## config.mk

```make
export PLATFORM = sky130hd
export DESIGN_NAME = mcu_bus_ctrl
export DESIGN_NICKNAME = d
export VERILOG_FILES = /design/src/rtl/mcu_bus_ctrl.sv
export SDC_FILE = /design/constraint.sdc
export NUM_CORES = 1
export LEC_CHECK = 0
export CAP_MARGIN = 20
export CORE_UTILIZATION = 42
export DETAILED_ROUTE_END_ITERATION = 6
export GPL_ROUTABILITY_DRIVEN = 0
export PLACE_DENSITY = 0.86
export SYNTH_ARGS = -nofsm -noshare
export SYNTH_HDL_FRONTEND = slang
export SYNTH_SLANG_ARGS = --single-unit
```

## constraint.sdc

```tcl
create_clock -name clk -period 4 [get_ports clk]
set_clock_uncertainty 0.15 [all_clocks]
set_input_delay 0.4 -clock clk [delete_from_list [all_inputs] [get_ports clk]]
set_output_delay 0.4 -clock clk [all_outputs]
set_load 0.01 [all_outputs]
```

## src/rtl/mcu_bus_ctrl.sv

```systemverilog
// mcu_bus_ctrl: table-decoded N-slave bus controller with ready handshake, timeout and error log
module mcu_bus_ctrl #(
  parameter int AW = 16,
  parameter int DW = 16,
  parameter int N_SLV = 4,
  parameter logic [N_SLV*AW-1:0] BASE = {N_SLV{AW'(0)}},
  parameter logic [N_SLV*AW-1:0] MASK = {N_SLV{AW'(0)}},
  parameter int TIMEOUT = 15
) (
  input  logic clk,
  input  logic reset,
  input  logic m_req,
  input  logic m_read,
  input  logic [AW-1:0] m_addr,
  input  logic [DW-1:0] m_wdata,
  output logic m_busy,
  output logic m_done,
  output logic m_err,
  output logic [DW-1:0] m_rdata,
  output logic [N_SLV-1:0] s_cs,
  output logic s_read,
  output logic [AW-1:0] s_addr,
  output logic [DW-1:0] s_wdata,
  input  logic [N_SLV*DW-1:0] s_rdata,
  input  logic [N_SLV-1:0] s_ready,
  input  logic err_clr,
  output logic [AW-1:0] err_addr,
  output logic [7:0] err_cnt
);
  localparam int SW = N_SLV > 1 ? $clog2(N_SLV) : 1;
  localparam logic [7:0] TLAST = 8'(TIMEOUT - 1);
  typedef enum logic [1:0] {IDLE, ACCESS, DONE, ERR} state_t;
  state_t state_q, state_d;
  logic [SW-1:0] sel_q, sel_d, hit_idx;
  logic hit, enter_err;
  logic [AW-1:0] eaddr;
  logic [7:0] cnt_q, cnt_d;
  logic [N_SLV-1:0] s_cs_q, s_cs_d;
  logic s_read_q, s_read_d, m_busy_q, m_busy_d, m_done_q, m_done_d, m_err_q, m_err_d;
  logic [AW-1:0] s_addr_q, s_addr_d, err_addr_q, err_addr_d;
  logic [DW-1:0] s_wdata_q, s_wdata_d, m_rdata_q, m_rdata_d;
  logic [7:0] err_cnt_q, err_cnt_d;
  assign m_busy = m_busy_q;
  assign m_done = m_done_q;
  assign m_err = m_err_q;
  assign m_rdata = m_rdata_q;
  assign s_cs = s_cs_q;
  assign s_read = s_read_q;
  assign s_addr = s_addr_q;
  assign s_wdata = s_wdata_q;
  assign err_addr = err_addr_q;
  assign err_cnt = err_cnt_q;
  // address decode: scan downward so the lowest matching slave index wins
  always_comb begin
    hit = 1'b0;
    hit_idx = '0;
    for (int i = N_SLV - 1; i >= 0; i--)
      if ((m_addr & MASK[i*AW +: AW]) == BASE[i*AW +: AW]) begin
        hit = 1'b1;
        hit_idx = SW'(i);
      end
  end
  // next state, registered outputs and error log
  always_comb begin
    state_d = state_q;
    sel_d = sel_q;
    cnt_d = cnt_q;
    s_cs_d = s_cs_q;
    s_read_d = s_read_q;
    s_addr_d = s_addr_q;
    s_wdata_d = s_wdata_q;
    m_busy_d = m_busy_q;
    m_done_d = 1'b0;
    m_err_d = 1'b0;
    m_rdata_d = m_rdata_q;
    enter_err = 1'b0;
    eaddr = s_addr_q;
    case (state_q)
      IDLE: if (m_req) begin
        s_read_d = m_read;
        s_addr_d = m_addr;
        s_wdata_d = m_wdata;
        m_busy_d = 1'b1;
        eaddr = m_addr;
        if (hit) begin
          sel_d = hit_idx;
          cnt_d = '0;
          s_cs_d = N_SLV'(1) << hit_idx;
          state_d = ACCESS;
        end else begin
          m_done_d = 1'b1;
          m_err_d = 1'b1;
          enter_err = 1'b1;
          state_d = ERR;
        end
      end
      ACCESS: if (s_ready[sel_q]) begin
        m_rdata_d = s_read_q ? s_rdata[int'(sel_q)*DW +: DW] : m_rdata_q;
        s_cs_d = '0;
        m_done_d = 1'b1;
        state_d = DONE;
      end else if (cnt_q == TLAST) begin
        s_cs_d = '0;
        m_done_d = 1'b1;
        m_err_d = 1'b1;
        enter_err = 1'b1;
        state_d = ERR;
      end else begin
        cnt_d = cnt_q + 8'd1;
      end
      default: begin
        m_busy_d = 1'b0;
        state_d = IDLE;
      end
    endcase
    err_cnt_d = enter_err ? (err_clr ? 8'd1 : (err_cnt_q == 8'hFF ? err_cnt_q : err_cnt_q + 8'd1))
                          : (err_clr ? 8'd0 : err_cnt_q);
    err_addr_d = enter_err ? eaddr : (err_clr ? '0 : err_addr_q);
  end
  // state and output registers with synchronous active-low reset
  always_ff @(posedge clk) begin
    if (!reset) begin
      state_q <= IDLE;
      sel_q <= '0;
      cnt_q <= '0;
      s_cs_q <= '0;
      s_read_q <= 1'b0;
      s_addr_q <= '0;
      s_wdata_q <= '0;
      m_busy_q <= 1'b0;
      m_done_q <= 1'b0;
      m_err_q <= 1'b0;
      m_rdata_q <= '0;
      err_addr_q <= '0;
      err_cnt_q <= '0;
    end else begin
      state_q <= state_d;
      sel_q <= sel_d;
      cnt_q <= cnt_d;
      s_cs_q <= s_cs_d;
      s_read_q <= s_read_d;
      s_addr_q <= s_addr_d;
      s_wdata_q <= s_wdata_d;
      m_busy_q <= m_busy_d;
      m_done_q <= m_done_d;
      m_err_q <= m_err_d;
      m_rdata_q <= m_rdata_d;
      err_addr_q <= err_addr_d;
      err_cnt_q <= err_cnt_d;
    end
  end
endmodule

```

Word level (Yosys, flattened, before mapping):

Cells that the tools add are included.

* add/subtract/negate cells: 2
* equality and inequality tests: 8
* muxes and demuxes: 26
* bitwise logic cells: 1
* reductions and logical operators: 11

Operators by type and width (count)
* 16-bit 2-to-1 mux: 4
* 8-bit 2-to-1 mux: 7
* 8-bit by 1-bit adder with 8-bit output, second input constant: 2
* 8-bit one-hot mux with 2 select lines: 1
* 4-bit 2-to-1 mux: 3
* 2-bit AND reduction: 5
* 8-bit by 4-bit == test with 1-bit output, second input constant: 1
* 8-bit == test, second input constant: 1
* 2-bit inequality test, second input constant: 4
* 4-bit one-hot mux with 2 select lines: 1
* 2-bit 2-to-1 mux: 3
* 3-bit AND reduction: 2
* 1-bit 2-to-1 mux: 5
* 2-bit one-hot mux with 2 select lines: 1
* 4-bit AND reduction: 1
* 2-bit nonzero test: 2
* 3-bit inequality test, second input constant: 1
* 2-bit by 1-bit == test with 1-bit output, second input constant: 1
* 2-bit zero test: 1
* 1-bit one-hot mux with 2 select lines: 1
* 1-bit NOT: 1

* register bits: 90
* output and inout port bits: 80

Longest topological paths before layout:

Gate-level depths: netlist (run 1).

* depth in word-level cells: 6
* gate-level depth with buffers: 7

Least setup slack after synthesis (run 1):

No wires, ideal clock.

* kind: register to register
* from: register cnt_q[0]
* to: register cnt_q[2]
* setup time: 60 ps
* data arrival time: 1740 ps
* data required time: 3790 ps
* path slack: 2050 ps
* stages on the path, launching flop included: 8
* clock period less this slack: 1950 ps
* cells stage by stage: dfxtp_1 -> inv_1 -> ha_1 -> and4b_4 -> a211o_4 -> buf_6 -> a2111o_1 -> nand2_1

* cells in the longest elaborated chain, start to end: 4

Ends and longest elaborated chain
* from (decl): RTL line 37 `logic [7:0] cnt_q, cnt_d;`
* from (signal assigned): RTL line 139 `cnt_q <= cnt_d;`
* 8-bit by 1-bit adder with 8-bit output: RTL line 109 `cnt_d = cnt_q + 8'd1;`
* 8-bit 2-to-1 mux: RTL line 102 `end else if (cnt_q == TLAST) begin`
* 8-bit 2-to-1 mux: RTL line 97 `ACCESS: if (s_ready[sel_q]) begin`
* 8-bit one-hot mux with 2 select lines: RTL line 78 `case (state_q)`

Several ways; a longest one is shown, not always the timed one. The select of a mux whose other input is x is not followed.
A chain may end at the register's enable or synchronous reset.

Final worst setup path (run 1):

* from: input s_ready[0]
* to: register err_cnt_q[3], in the netlist err_cnt[3]

* cells in the longest elaborated chain, start to end: 4

Ends and longest elaborated chain
* from (decl): RTL line 25 `input logic [N_SLV-1:0] s_ready,`
* 1-bit 2-to-1 mux *: RTL line 97
* 1-bit 2-to-1 mux *
* 2-bit nonzero test (no line)
* 2-bit AND reduction (no line)
* to (signal assigned): RTL line 149 `err_cnt_q <= err_cnt_d;`
* to (decl): RTL line 42 `logic [7:0] err_cnt_q, err_cnt_d;`

Every way passes the cells marked *; elsewhere a longest branch is shown, timed or not.

==> metrics, run 1 <==
setup violators final 0; main area contributors after synthesis dfxtp_1 (51%), nand2_1 (8.0%), a21oi_1 (6.5%); post-CTS sizing 0; Worst EP required 4.11 ns; initial antenna violation count 0; CP max FO 45; reg2reg start cnt_q[0]$_SDFFE_PN0P_; top_reg_cell synth dfxtp_1; Post-synth top cells dfxtp_1 (87), nand2_1 (72), a21oi_1 (44); worst skew pair latency 0.35 ns; vias in the first global route 3,009; slew margin rel. 52.0%; Worst Hold Slack 0.306 ns; DIE HEIGHT 91.9 µm; H-tree levels 3; antenna-violating nets left 0; Pleak 1.76 nW; Vias/cell 5.21; final hold vios 0; CTS sink cnt 87; CP Launch Type input pin; Post-Syn Area 3400 µm²; Mean Syn Cell Area 8.94 µm²; cell taking the most area after synthesis dfxtp_1; Post-synth EDFFs 0; # diodes 0; Yosys reg bits 87; die area 8450 µm²; WS Path Type input pin to flop; GRT overflow 0; Hold WC Path Type flop to flop; Distinct cells, synth 42; Vias 3,147; CTS tree done; FF-to-FF path depth 6; fraction of layout cells with a size suffix above 1 5.78%; PortBufs 130; Yosys warning total 0; router iterations before antenna repair 4; starting density of the core 43.7%; clk slew on worst S/H paths 0.08 ns; CP startpoint s_ready[0]; R2R setup slack 1.72 ns; outcome finished clean; average wire per standard cell 14.0 µm; Peak Freq 416 MHz; reg-to-reg critical path endpoint err_cnt[3]$_SDFFE_PN0P_; Final #Nets 606; critical path endpoint category flop; first-pass GRT wire length 13.9 mm; MaxCap Viol Count 0; DR iter-0 viols 107; Cells after Synth 380; area grow syn2layout 45.5%; crit share post-route 60.1%; Util after Layout 63.6%; Core Footprint 7770 µm²; fin. max-slew vios 0; postcts setup bufs 0; TNS Setup 0 ns; routed wl met2 4.06 mm; register area share after synthesis 51.3%; Remaining DRCs 0; pwr dens 362 nW/µm²; # IOs 185; total CTS buffers 9; worst endpoint data arrival time 2.52 ns; crit path to err_cnt[3]$_SDFFE_PN0P_; DR top layer met4; Die Span X 91.9 µm; maximum vdd ir drop 0.232 mV; DR WL met3 661 µm; Worst Tran Pin Value 0.719 ns; Routed Wire Length 8.45 mm; CTS max path bufs 2; Async S/R FF share, synth 0%; row count 32; Hold-fix buffers, CTS 0; unrepaired setup endpoints after global routing false; M1 WL 3.52 mm; largest net degree at the start of global routing 46; root buf cell clkbuf_8; post-synth top area share 51.3%; dpl hpwl 5.98 mm; gr usage total 20.2%; most frequent cell after synthesis dfxtp_1; crit path time final 2.40 ns
-- area by class of cell --
type | count | area (µm²)
flip-flops and latches | 87 | 1740
multi-input cells | 260 | 1500
clock buffers | 12 | 145
clock inverters | 3 | 67.6
repair buffers | 135 | 1340
inverters | 5 | 18.8
fillers | 660 | 2830
well taps | 102 | 128
-- stage by stage --
step                area [µm²]  setup WS, ns  std cells  total power [mW]
global route              4940          1.46        604              1.87
floorplan                 3400          2.05        382              1.03
finish                    4940          1.60        604              1.79
detailed placement        4730          1.25        589              1.15
global placement          4730          1.32        589              1.14
CTS                       4940          1.60        604              1.80
-- kinds of logic after synthesis --
logic type      after synthesis  synth area share [%]
compound gates               84                  16.2
simple gates                152                  21.1
buf+inv                      35                  4.86
mux                          17                  5.01
fa+ha+maj                     3                  1.11
flops                        87                  51.3
xor+xnor                      1                 0.258
other cells                   1                 0.110
-- power breakdown --
part           internal [mW]  switching [mW]
sequential             0.892          0.0143
combinational          0.118           0.101
clock                  0.366           0.295
-- cell usage in the layout (no fill, tap or decap), types with 3 or more instances in the layout --
cell type,n
clkdlybuf4s50_1,130
dfxtp_1,87
nand2_1,72
a21oi_1,44
nand3_1,31
nor2_1,22
o31ai_1,18
mux2i_1,17
clkbuf_8,10
a2111o_1,5
o21ai_0,5
buf_4,5
inv_1,4
nor3_1,4
nand2b_1,3
or4_1,3
nand4_1,3
o2111ai_1,3
ha_1,3
conb_1,3
-- critical path, cell delays in order --
cell and delay (ns):
clkdlybuf4s50_1 0.52, nor3b_2 0.36, nand3_4 0.42, or4_1 0.64
a21oi_1 0.17
-- per-layer routing --
layer  track usage [%]  up-vias
met2              33.4      100
met4              6.90        0
met1              24.3     1463
li1                  -     1564
met3              7.30       20
met5                 0        -
-- state kept, by name, indices dropped and copies added (netlist names) --
register / flops
err_cnt: 8
s_read: 1
m_done: 1
state_q: 2
err_addr: 16
m_err: 1
cnt_q: 8
s_cs: 1
m_rdata: 16
m_busy: 1
s_addr: 16
s_wdata: 16
-- worst min-delay path by stage --
stage                     slack, ns                       end  depth (start not counted)                     start
after floorplan                0.32     cnt_q[5]$_SDFFE_PN0P_                          2     cnt_q[5]$_SDFFE_PN0P_
after global placement         0.29  s_wdata[15]$_SDFFE_PN0P_                          2  s_wdata[15]$_SDFFE_PN0P_
after detailed placement       0.30  m_rdata[13]$_SDFFE_PN0P_                          2  m_rdata[13]$_SDFFE_PN0P_
after CTS                      0.31  m_rdata[13]$_SDFFE_PN0P_                          2  m_rdata[13]$_SDFFE_PN0P_
after global routing           0.34   s_wdata[3]$_SDFFE_PN0P_                          2   s_wdata[3]$_SDFFE_PN0P_
final                          0.31  m_rdata[13]$_SDFFE_PN0P_                          2  m_rdata[13]$_SDFFE_PN0P_
(Power assumes the default switching activity.)
==> run 2, diff against run 1 <==
--- a/config.mk
+++ b/config.mk
@@ -6,10 +6,10 @@
 export NUM_CORES = 1
 export LEC_CHECK = 0
 export CAP_MARGIN = 20
-export CORE_UTILIZATION = 42
+export CORE_UTILIZATION = 39
 export DETAILED_ROUTE_END_ITERATION = 6
 export GPL_ROUTABILITY_DRIVEN = 0
-export PLACE_DENSITY = 0.86
+export PLACE_DENSITY = 0.81
 export SYNTH_ARGS = -nofsm -noshare
 export SYNTH_HDL_FRONTEND = slang
 export SYNTH_SLANG_ARGS = --single-unit
==> constraint.sdc (replaced) <==
create_clock -name clk -period 2.45 [get_ports clk]
set_clock_uncertainty 0.15 [all_clocks]
set_input_delay 0.245 -clock clk [delete_from_list [all_inputs] [get_ports clk]]
set_output_delay 0.245 -clock clk [all_outputs]
set_load 0.01 [all_outputs]
==> run 2 against run 1 <==
Hold slack worse by 0.010 ns. Combinational power grew 66%. Final cell count grew 1.5%. Count of clock-buffer cells in the layout fell by 1. Setup slack worse by 1.2 ns. Via count rose by 0.54%. Critical path depth increased by 1. Clock power rose by 66%. Flip-flop and latch count unchanged. Global-route usage decreased by 0.12 points. Largest cell class unchanged.
==> metrics, run 2 (same netlist as run 1, synthesis figures left out) <==
worst endpoint data arrival time 2.13 ns; Gate power share 12.4%; Util after Layout 59.9%; WS Path Type flop to flop; Peak Freq 495 MHz; GRT overflow 0; Seq pwr share 50.4%; MaxCap Viol Count 0; vias in the first global route 3,046; Die Span X 95.3 µm; gr usage total 20.1%; Post-Layout Inst Area 4990 µm²; critical path endpoint category flop; slew margin rel. 57.3%; first-pass GRT wire length 14.3 mm; # IOs 185; clock share of power 37.3%; FF-to-FF path depth 6; Final #Nets 611; Net Switching 0.684 mW; M2 GR Usage 35.2%; average wire per standard cell 14.3 µm; CTS tree done; fin. max-slew vios 0; postcts setup bufs 0; Routed Wire Length 8.74 mm; Hold-fix buffers, CTS 0; largest net degree at the start of global routing 36; WHS Path Cells 3; Hold WC Path Type input pin to flop; Area after DPL 4770 µm²; CTS max path bufs 2; Worst EP required 2.56 ns; unrepaired setup endpoints after global routing false; H-tree levels 3; CTS sink cnt 87; commonest non-fill, non-tap cell in the layout clkdlybuf4s50_1; total CTS buffers 9; DR iter-0 viols 98; # diodes 0; Core Footprint 8340 µm²; DIE HEIGHT 95.3 µm; final hold vios 0; initial antenna violation count 0; root buf cell clkbuf_8; Vias/cell 5.16; Worst Tran Pin Value 0.640 ns; area grow syn2layout 47.0%; crit share post-route 82.5%; maximum vdd ir drop 0.334 mV; fraction of layout cells with a size suffix above 1 7.09%; CP Launch Type flop; most frequent cells in the layout clkdlybuf4s50_1 (130), dfxtp_1 (87), nand2_1 (72); dpl hpwl 6.08 mm; Worst Hold Slack 0.295 ns; switching share of power 23.2%; setup violators final 0; antenna-violating nets left 0; GRT met3 Usage 6.30%; GR peak layer met2; row count 33; router iterations before antenna repair 4; starting density of the core 40.7%; worst skew pair latency 0.34 ns; clk slew on worst S/H paths 0.09 ns; pwr dens 589 nW/µm²; P_int 2.26 mW; GRT met1 Usage 23.7%; post-CTS sizing 0; TNS Setup 0 ns; PortBufs 130; CP max FO 14; Vias 3,164; crit path time final 2.02 ns; Pleak 1.79 nW; outcome finished clean; Remaining DRCs 0; die area 9080 µm²
## run 2: metrics by stage
| step | setup slack (ns) | instances | power [mW] |
|---|---|---|---|
| 4_1_cts | 0.444 | 613 | 2.97 |
| 3_3_place_gp | 0.261 | 597 | 1.87 |
| 5_1_grt | 0.258 | 613 | 3.06 |
| 2_1_floorplan | 0.500 | 382 | 1.67 |
| 6_report | 0.429 | 613 | 2.94 |
| 3_5_place_dp | 0.227 | 597 | 1.88 |
## run 2: area by class of cell
type,instances,area [µm²]
flip-flops and latches,87,1740
clock buffers,11,141
well taps,105,131
clock inverters,5,81.3
fillers,733,3350
inverters,5,18.8
repair buffers,140,1380
multi-input cells,260,1500
## run 2: final timing paths
kind / start / endpoint / slack, ns
worst min-delay path: s_rdata[12] / m_rdata[12]$_SDFFE_PN0P_ / 0.30
worst min register to register: s_wdata[6]$_SDFFE_PN0P_ / s_wdata[6]$_SDFFE_PN0P_ / 0.31
worst max-delay path: cnt_q[0]$_SDFFE_PN0P_ / cnt_q[6]$_SDFFE_PN0P_ / 0.43
worst max register to register: cnt_q[0]$_SDFFE_PN0P_ / cnt_q[6]$_SDFFE_PN0P_ / 0.43
## run 2: per-layer routing
layer,routed length [µm],up-vias
met5,0,-
met4,102,0
met3,452,11
met2,4460,63
met1,3730,1517
li1,-,1573
## run 2: worst max-delay path: stages (launching register included)
cell	delay, ns
dfxtp_1	0.37
inv_1	0.08
ha_1	0.19
and4b_4	0.23
a211o_4	0.42
a2111o_1	0.42
o21ai_0	0.08
## run 2: power by group through the flow
stage	clock network [mW]	logic (mW)	registers [mW]
after global routing	1.18	0.396	1.49
after detailed placement	0	0.363	1.51
after global placement	0	0.357	1.51
after floorplan	0	0.142	1.53
final	1.10	0.363	1.48
after CTS	1.12	0.365	1.48
